[config.mk]
export PLATFORM = sky130hd
export DESIGN_NAME = gyro_sample_sequencer
export DESIGN_NICKNAME = d
export VERILOG_FILES = /design/src/rtl/gyro_pkg.sv /design/src/rtl/sat_sub16.sv /design/src/rtl/gyro_sample_sequencer.sv
export SDC_FILE = /design/constraint.sdc
export NUM_CORES = 1
export LEC_CHECK = 0
export ABC_AREA = 1
export BUFFER_PORTS_ARGS = -buffer_cell sky130_fd_sc_hd__buf_2
export CAP_MARGIN = 20
export CORE_UTILIZATION = 55
export CTS_BUF_LIST = sky130_fd_sc_hd__clkbuf_8
export CTS_CLUSTER_SIZE = 16
export DETAILED_ROUTE_END_ITERATION = 7
export GPL_ROUTABILITY_DRIVEN = 0
export PLACE_DENSITY = 0.73
export SLEW_MARGIN = 20
export SYNTH_ARGS = -nofsm -noshare
export SYNTH_HDL_FRONTEND = slang
export SYNTH_SLANG_ARGS = --single-unit
[constraint.sdc]
create_clock -name clk_100mhz -period 6.45 [get_ports clk_100mhz]
set_clock_uncertainty 0.2 [all_clocks]
set_input_delay 0.3225 -clock clk_100mhz [delete_from_list [all_inputs] [get_ports clk_100mhz]]
set_output_delay 0.3225 -clock clk_100mhz [all_outputs]
set_load 0.02 [all_outputs]
[src/rtl/gyro_pkg.sv]
// Shared types for the gyro sample sequencer: axis select, FSM states, rate word
// and the 17-to-16-bit saturation helper.
package gyro_pkg;

  localparam int unsigned NumAxes = 3;

  typedef logic signed [15:0] rate_t;

  typedef enum logic [1:0] {
    AXIS_X = 2'd0,
    AXIS_Y = 2'd1,
    AXIS_Z = 2'd2
  } axis_e;

  typedef enum logic [2:0] {
    StIdle,
    StReq,
    StWait,
    StNext,
    StUpdate
  } state_e;

  function automatic rate_t sat16(input logic signed [16:0] d);
    if (d > 17'sd32767) begin
      return 16'sh7fff;
    end else if (d < -17'sd32768) begin
      return 16'sh8000;
    end else begin
      return d[15:0];
    end
  endfunction

endpackage

[src/rtl/sat_sub16.sv]
// Saturating signed subtract y = clamp(a - b) with a 17-bit intermediate.
module sat_sub16
  import gyro_pkg::*;
(
  input  rate_t a,
  input  rate_t b,
  output rate_t y
);

  logic signed [16:0] diff;

  always_comb begin
    diff = {a[15], a} - {b[15], b};
    y    = sat16(diff);
  end

endmodule

[src/rtl/gyro_sample_sequencer.sv]
// Periodically reads X/Y/Z rates from the IMU reader, calibrates a per-axis bias
// over 2^CAL_LOG2 samples, then emits bias-corrected, saturated rate triples.
module gyro_sample_sequencer
  import gyro_pkg::*;
#(
  parameter int unsigned SAMPLE_PERIOD = 100000,
  parameter int unsigned CAL_LOG2      = 4,
  parameter int unsigned TIMEOUT       = 1000
) (
  input  logic        clk_100mhz,
  input  logic        rst_in,
  input  logic        recal_in,
  output logic        rd_req,
  output logic [1:0]  rd_addr,
  input  logic        rd_ready,
  input  logic        rd_valid,
  input  logic [15:0] rd_data,
  output logic [15:0] gx,
  output logic [15:0] gy,
  output logic [15:0] gz,
  output logic        sample_valid,
  output logic        calibrated,
  output logic        timeout_err,
  output logic        overrun
);

  localparam int unsigned CntW       = (SAMPLE_PERIOD > 1) ? $clog2(SAMPLE_PERIOD) : 1;
  localparam int unsigned TmoW       = (TIMEOUT > 1) ? $clog2(TIMEOUT) : 1;
  localparam int unsigned AccW       = 16 + CAL_LOG2;
  localparam int unsigned CalW       = CAL_LOG2 + 1;
  localparam int unsigned CalSamples = 1 << CAL_LOG2;

  logic [CntW-1:0]        tick_cnt_q;
  logic                   tick;
  state_e                 state_q;
  axis_e                  axis_q;
  logic [TmoW-1:0]        tmo_q;
  logic [CalW-1:0]        cal_cnt_q;
  // Set when recal lands mid-sequence so the in-flight triple is thrown away.
  logic                   skip_q;
  rate_t                  raw_q    [NumAxes];
  rate_t                  bias_q   [NumAxes];
  logic signed [AccW-1:0] acc_q    [NumAxes];
  logic signed [AccW-1:0] acc_sum  [NumAxes];
  rate_t                  bias_nxt [NumAxes];
  rate_t                  corr     [NumAxes];

  assign tick    = (tick_cnt_q == CntW'(SAMPLE_PERIOD - 1));
  assign rd_addr = axis_q;

  for (genvar i = 0; i < NumAxes; i++) begin : g_axis
    sat_sub16 u_sat (
      .a (raw_q[i]),
      .b (bias_q[i]),
      .y (corr[i])
    );
    assign acc_sum[i]  = acc_q[i] + AccW'(raw_q[i]);
    assign bias_nxt[i] = rate_t'(acc_sum[i] >>> CAL_LOG2);
  end

  always_ff @(posedge clk_100mhz) begin
    if (rst_in) begin
      tick_cnt_q   <= '0;
      state_q      <= StIdle;
      axis_q       <= AXIS_X;
      tmo_q        <= '0;
      cal_cnt_q    <= '0;
      skip_q       <= 1'b0;
      rd_req       <= 1'b0;
      sample_valid <= 1'b0;
      calibrated   <= 1'b0;
      timeout_err  <= 1'b0;
      overrun      <= 1'b0;
      gx           <= '0;
      gy           <= '0;
      gz           <= '0;
      for (int i = 0; i < NumAxes; i++) begin
        raw_q[i]  <= '0;
        bias_q[i] <= '0;
        acc_q[i]  <= '0;
      end
    end else begin
      tick_cnt_q   <= tick ? '0 : tick_cnt_q + CntW'(1);
      sample_valid <= 1'b0;
      if (tick && state_q != StIdle) begin
        overrun <= 1'b1;
      end

      unique case (state_q)
        StIdle: begin
          if (tick) begin
            axis_q  <= AXIS_X;
            rd_req  <= 1'b1;
            skip_q  <= 1'b0;
            state_q <= StReq;
          end
        end
        StReq: begin
          if (rd_ready) begin
            rd_req  <= 1'b0;
            tmo_q   <= '0;
            state_q <= StWait;
          end
        end
        StWait: begin
          if (rd_valid) begin
            raw_q[axis_q] <= rd_data;
            state_q       <= StNext;
          end else if (tmo_q == TmoW'(TIMEOUT - 1)) begin
            timeout_err <= 1'b1;
            state_q     <= StIdle;
          end else begin
            tmo_q <= tmo_q + TmoW'(1);
          end
        end
        StNext: begin
          if (axis_q != AXIS_Z) begin
            axis_q  <= axis_e'(axis_q + 2'd1);
            rd_req  <= 1'b1;
            state_q <= StReq;
          end else begin
            state_q <= StUpdate;
          end
        end
        StUpdate: begin
          state_q <= StIdle;
          if (!skip_q && !recal_in) begin
            if (calibrated) begin
              gx           <= corr[0];
              gy           <= corr[1];
              gz           <= corr[2];
              sample_valid <= 1'b1;
            end else if (cal_cnt_q == CalW'(CalSamples - 1)) begin
              for (int i = 0; i < NumAxes; i++) begin
                bias_q[i] <= bias_nxt[i];
                acc_q[i]  <= '0;
              end
              cal_cnt_q  <= '0;
              calibrated <= 1'b1;
            end else begin
              for (int i = 0; i < NumAxes; i++) begin
                acc_q[i] <= acc_sum[i];
              end
              cal_cnt_q <= cal_cnt_q + CalW'(1);
            end
          end
        end
        default: state_q <= StIdle;
      endcase

      // Recal overrides any calibration bookkeeping done above in the same cycle.
      if (recal_in) begin
        calibrated <= 1'b0;
        cal_cnt_q  <= '0;
        for (int i = 0; i < NumAxes; i++) begin
          acc_q[i] <= '0;
        end
        if (state_q != StIdle && state_q != StUpdate) begin
          skip_q <= 1'b1;
        end
      end
    end
  end

endmodule

# [Word-level counts from Yosys, hierarchy flattened]
# Memories as Yosys holds them, arrays and structs flattened.
# Cells that the tools add are included.
[totals] ff_bits=91 ram_bits=156 inputBits=21 out_inout_bits=55 wordCells=152 n_memories=3
[classes] n_addsub=10 magnitude_cmp=6 n_eq_ne=15 muxes=66 bitwise=16 n_reduce_logical=22
[memory_table] name="acc_q" words=3 width=20 rd=3 rd_ports_with_merged_regs=0 wr=3 line="gyro_sample_sequencer.sv:43" text="logic signed [AccW-1:0] acc_q [NumAxes];"
[memory_table] name="bias_q" words=3 width=16 rd=3 rd_ports_with_merged_regs=0 wr=3 line="gyro_sample_sequencer.sv:42" text="rate_t bias_q [NumAxes];"
[memory_table] name="raw_q" words=3 width=16 rd=3 rd_ports_with_merged_regs=0 wr=3 line="gyro_sample_sequencer.sv:41" text="rate_t raw_q [NumAxes];"
[op_table] cell="$mux 20" count=9
[op_table] cell="$mux 16" count=10
[op_table] cell="$add 20x16->20" count=3
[op_table] cell="$gt 17x16->1 const B" count=3
[op_table] cell="$lt 17x16->1 const B" count=3
[op_table] cell="$sub 16x16->17" count=3
[op_table] cell="$mux 1" count=31
[op_table] cell="$mux 10" count=3
[op_table] cell="$pmux 10 s2" count=1
[op_table] cell="$add 17x1->17 const B" count=1
[op_table] cell="$eq 17x17->1 const B" count=1
[op_table] cell="$reduce_or 16->1" count=1
[op_table] cell="$mux 3" count=5
[op_table] cell="$reduce_and 3->1" count=5
[op_table] cell="$ne 2x2->1 const B" count=6
[op_table] cell="$or 1x1->1" count=12
[op_table] cell="$pmux 3 s4" count=1
[op_table] cell="$add 10x1->10 const B" count=1
[op_table] cell="$eq 10x10->1 const B" count=1
[op_table] cell="$reduce_and 4->1" count=2
[op_table] cell="$eq 3x2->1 const B" count=2
[op_table] cell="$mux 2" count=3
[op_table] cell="$ne 3x3->1 const B" count=2
[op_table] cell="$reduce_bool 3->1" count=2
[op_table] cell="other kinds (16)" count=24

# [Depth between registers and ports, before layout]
[depth] depth_word=10 ltp_mapped=17 mapped_depth_nobuf=17

# [Cells and area by module]
# Synthesis repeated with hierarchy kept, for this count alone.
[hier_totals] cells_unflattened=2226 area_unflattened_um2=16331.9
[modules_own_cells] mod="gyro_sample_sequencer" instances=1 cells_per_inst=1541 area_each_um2=12662.1 seq_area_each_um2=6506.2
[modules_own_cells] mod="sat_sub16 at g_axis[0].u_sat ..." instances=2 cells_per_inst=228 area_each_um2=1256.2 seq_area_each_um2=0.0
[modules_own_cells] mod="sat_sub16 at g_axis[2].u_sat" instances=1 cells_per_inst=229 area_each_um2=1157.4 seq_area_each_um2=0.0

# [Least setup slack after synthesis]
# No wires, ideal clock.
[synth_path] path_type="register -> register" startpoint="reg cal_cnt_q[0]" endpoint="mem bias_q[0][0] in the netlist's numbering, enable pin" setup_time_ps=520 t_arrival_ps=4374 t_required_ps=5730 setup_slack_ps=1356 path_stages_with_launch=6 path_buffers=0 synth_period_minus_slack_ps=5094 path_cell_list="dfxtp_1 -> ha_1 -> nand3_1 -> nor2_1 -> nand3_1 -> o21ai_0"
[synth_lines] item="start, declared" line="gyro_sample_sequencer.sv:38" text="logic [CalW-1:0] cal_cnt_q;"
[synth_lines] item="start signal, assigned" line="gyro_sample_sequencer.sv:144" text="cal_cnt_q <= cal_cnt_q + CalW'(1);"
[synth_lines] item="end, declared" line="gyro_sample_sequencer.sv:42"

==> metrics <==
status=finished clean; Top Ports=76; DP HPWL=27500 µm; CTS buffer count=43; DIE WIDTH=169 µm; Syn Std Cell Area=0.0153 mm²; core area=0.0271 mm²; first-pass GRT wire length=61200 µm; Tcrit/Tclk final=43.3%; clk root buf=clkbuf_8; cts-stage hold buffer count=22; CP required=6680 ps; Area Growth Syn to Fin=11.2%; WL/cell=15.8 µm; ANT cells=0; Die Y-Extent=169 µm; slowest stage delay, CP=470 ps; post-DR vias/cell=5.39; CTS clk-pin slew, worst paths=60 ps; crit path cell chain=ha_1 > fa_1 > inv_1 > nand3_1 > nand2_2 > nand2_1 > nand2_2 > nand2_1 > nand2_1 > nand2_1 > nand2_2 > inv_2 > a21oi_4 > a21oi_1; Worst R2R Path Depth=14; Slew headroom=32.6%; post-route core utilization=62.6%; die outline area=0.0284 mm²; CTS tree=built; r2r setup slk=3660 ps; Syn Inst Count=1874; IO Port Bufs=75; PnR worst setup slack=3660 ps; Worst Setup EP=gx[11]$_SDFFE_PP0P_; Critical Path Most Common Cell=nand2_1; met1 Use GR=35.8%; Final min period=2790 ps; cell family with most CP delay=simple AND/OR/NAND/NOR gates; first-iteration detailed-routing DRC count=1046; most frequent cells in the layout=nand2_1 (386), inv_1 (251), nor2_1 (250), a21oi_1 (163), edfxtp_1 (156); worst slew pin tran=1010 ps; DRC=0; Std-Cell Rows=60; reg2reg end=gx[11]$_SDFFE_PP0P_; met2 Use GR=45.3%; ys async rst share=0%; RSZ-0062 raised after global routing=false; GRT Total Usage=27.0%; Seq/Total Area, Yosys=42.6%; CTS Buffer Depth=3; Final TNS setup=0 ps; Routed Antenna Nets=0; WL final=37800 µm; final hold violation count=0; met3 GRT Util=3.51%; Max Fanout on Critical Path=14; leakage power=8.05 nW; Worst VDD drop=0.181 mV; CP Buf/Inv Count=2; vias in the first global route=12337; Via Count=12884; worst min-delay path class=flip-flop to flip-flop; Critical Path Start Type=flip-flop; worst skew pair latency=570 ps; worst endpoint data arrival time=3020 ps; Worst setup EP type=flip-flop; Filler Cell Count=2367; post-cts repair resize count=0; fin. max-slew vios=0; slowest cell on the critical path=a21oi_4; WP depth=14; initial antenna violation count=0; Top FF cell, synth=edfxtp_1; final setup vio count=0; R2R Path Start=bias_q[0][0]$_SDFFCE_PN0P_; CP Class=flip-flop to flip-flop; Final #Nets=2122; Hold Slack=250 ps; FMAX=358 MHz; Yosys reg bits=247; Overall Power=3.95 mW; Post-synth EDFFs=156; Mean Syn Cell Area=8.14 µm²; Synthesis Warnings=0; setup bufs post-CTS=0; largest net degree at the start of global routing=61; pre-CTS setup slack=3740 ps; Initial Util=56.3%; share of cells above drive strength 1=10.3%; worst setup path start=bias_q[0][0]$_SDFFCE_PN0P_; H-tree Lvls=2; synth unique cells=49; Max Cap Viol=0; busiest layer in global routing=met2; pwr dens=233 mW/mm²; most common cell after layout, fill and taps aside=nand2_1; grt ovf=0; Mapped Nets=2012; Initial DRT Pass Iterations=5; number of clock sinks=247
[metrics by stage]
step	cells	cell area, µm²
2_1_floorplan	1874	15300
3_3_place_gp	2289	15900
3_5_place_dp	2289	15900
4_1_cts	2389	17000
5_1_grt	2389	17000
6_report	2389	17000
[cells in the mapped netlist, types with 3 or more instances]
cell,n,area (µm²)
o211ai_1,7,52.6
o21a_1,5,37.5
nor3_1,21,105
a21oi_1,163,816
nor3b_1,3,22.5
edfxtp_1,156,4680
fa_1,6,120
xor2_1,63,552
a21o_1,8,60.1
clkbuf_1,10,37.5
a21oi_2,12,105
nand2_1,387,1450
buf_6,16,180
ha_1,111,1390
o21ai_0,81,405
nor3_2,3,30.0
nor2_1,250,938
nor2_4,3,33.8
a31oi_1,9,56.3
inv_1,244,916
nor4_1,8,50.1
o21ai_1,4,20.0
dfxtp_1,91,1820
o21bai_1,12,90.1
and3_1,4,25.0
nand2_2,19,119
nand4_1,23,144
xnor2_1,25,219
inv_2,8,30.0
nand3b_1,9,67.6
o31ai_1,5,37.5
buf_2,7,35.0
nand3_1,77,385
[per-layer routing]
metal	routed length, µm	part of all wire [%]
met1	16900	45
met2	17600	46
met3	2240	5.9
met4	1090	2.9
met5	0	0
[worst min-delay path by stage]
stage                              from                        to  slack [ps]  depth (start not counted)
2_1_floorplan                    rst_in     tmo_q[7]$_SDFFE_PP0P_         190                          1
3_3_place_gp   tick_cnt_q[0]$_SDFF_PP0_  tick_cnt_q[0]$_SDFF_PP0_         230                          1
3_5_place_dp   tick_cnt_q[0]$_SDFF_PP0_  tick_cnt_q[0]$_SDFF_PP0_         240                          1
4_1_cts        tick_cnt_q[0]$_SDFF_PP0_  tick_cnt_q[0]$_SDFF_PP0_         250                          1
5_1_grt             rd_req$_SDFFE_PP0P_       rd_req$_SDFFE_PP0P_         280                          2
6_report       tick_cnt_q[0]$_SDFF_PP0_  tick_cnt_q[0]$_SDFF_PP0_         250                          1
[where the power goes]
| group | switching (mW) | internal, mW | total, mW |
|---|---|---|---|
| registers | 0.0408 | 1.74 | 1.78 |
| clock network | 0.666 | 0.814 | 1.48 |
| logic | 0.465 | 0.231 | 0.696 |
| total | 1.17 | 2.78 | 3.95 |
[logic make-up after synthesis]
logic type	after synthesis	share of synthesized area, %
and+or+nand+nor	817	22.7
AOI/OAI and AO/OA	317	11.7
buffers and inverters	288	8.03
xor gates and xnor gates	88	5.05
adders and majority gates	117	9.89
DFF	247	42.6
[state kept, by name (all words and copies together), names as in the netlist, 2 cells and up]
signal,flops
raw_q,48
bias_q,48
state_q,3
tick_cnt_q,17
gz,16
gx,16
gy,16
tmo_q,10
acc_q,60
rd_addr,2
cal_cnt_q,5
[final cells by class]
class                      count  area [µm²]  share of cell area, %
clock buffer                  52         716                   4.22
clock inverter                26         170                   1.00
inverter                     252         946                   5.57
multi-input combinational   1339        7540                   44.4
sequential                   247        6510                   38.3
tap                          372         465                   2.74
timing repair buffer         101         626                   3.69
(Power assumes the default switching activity.)
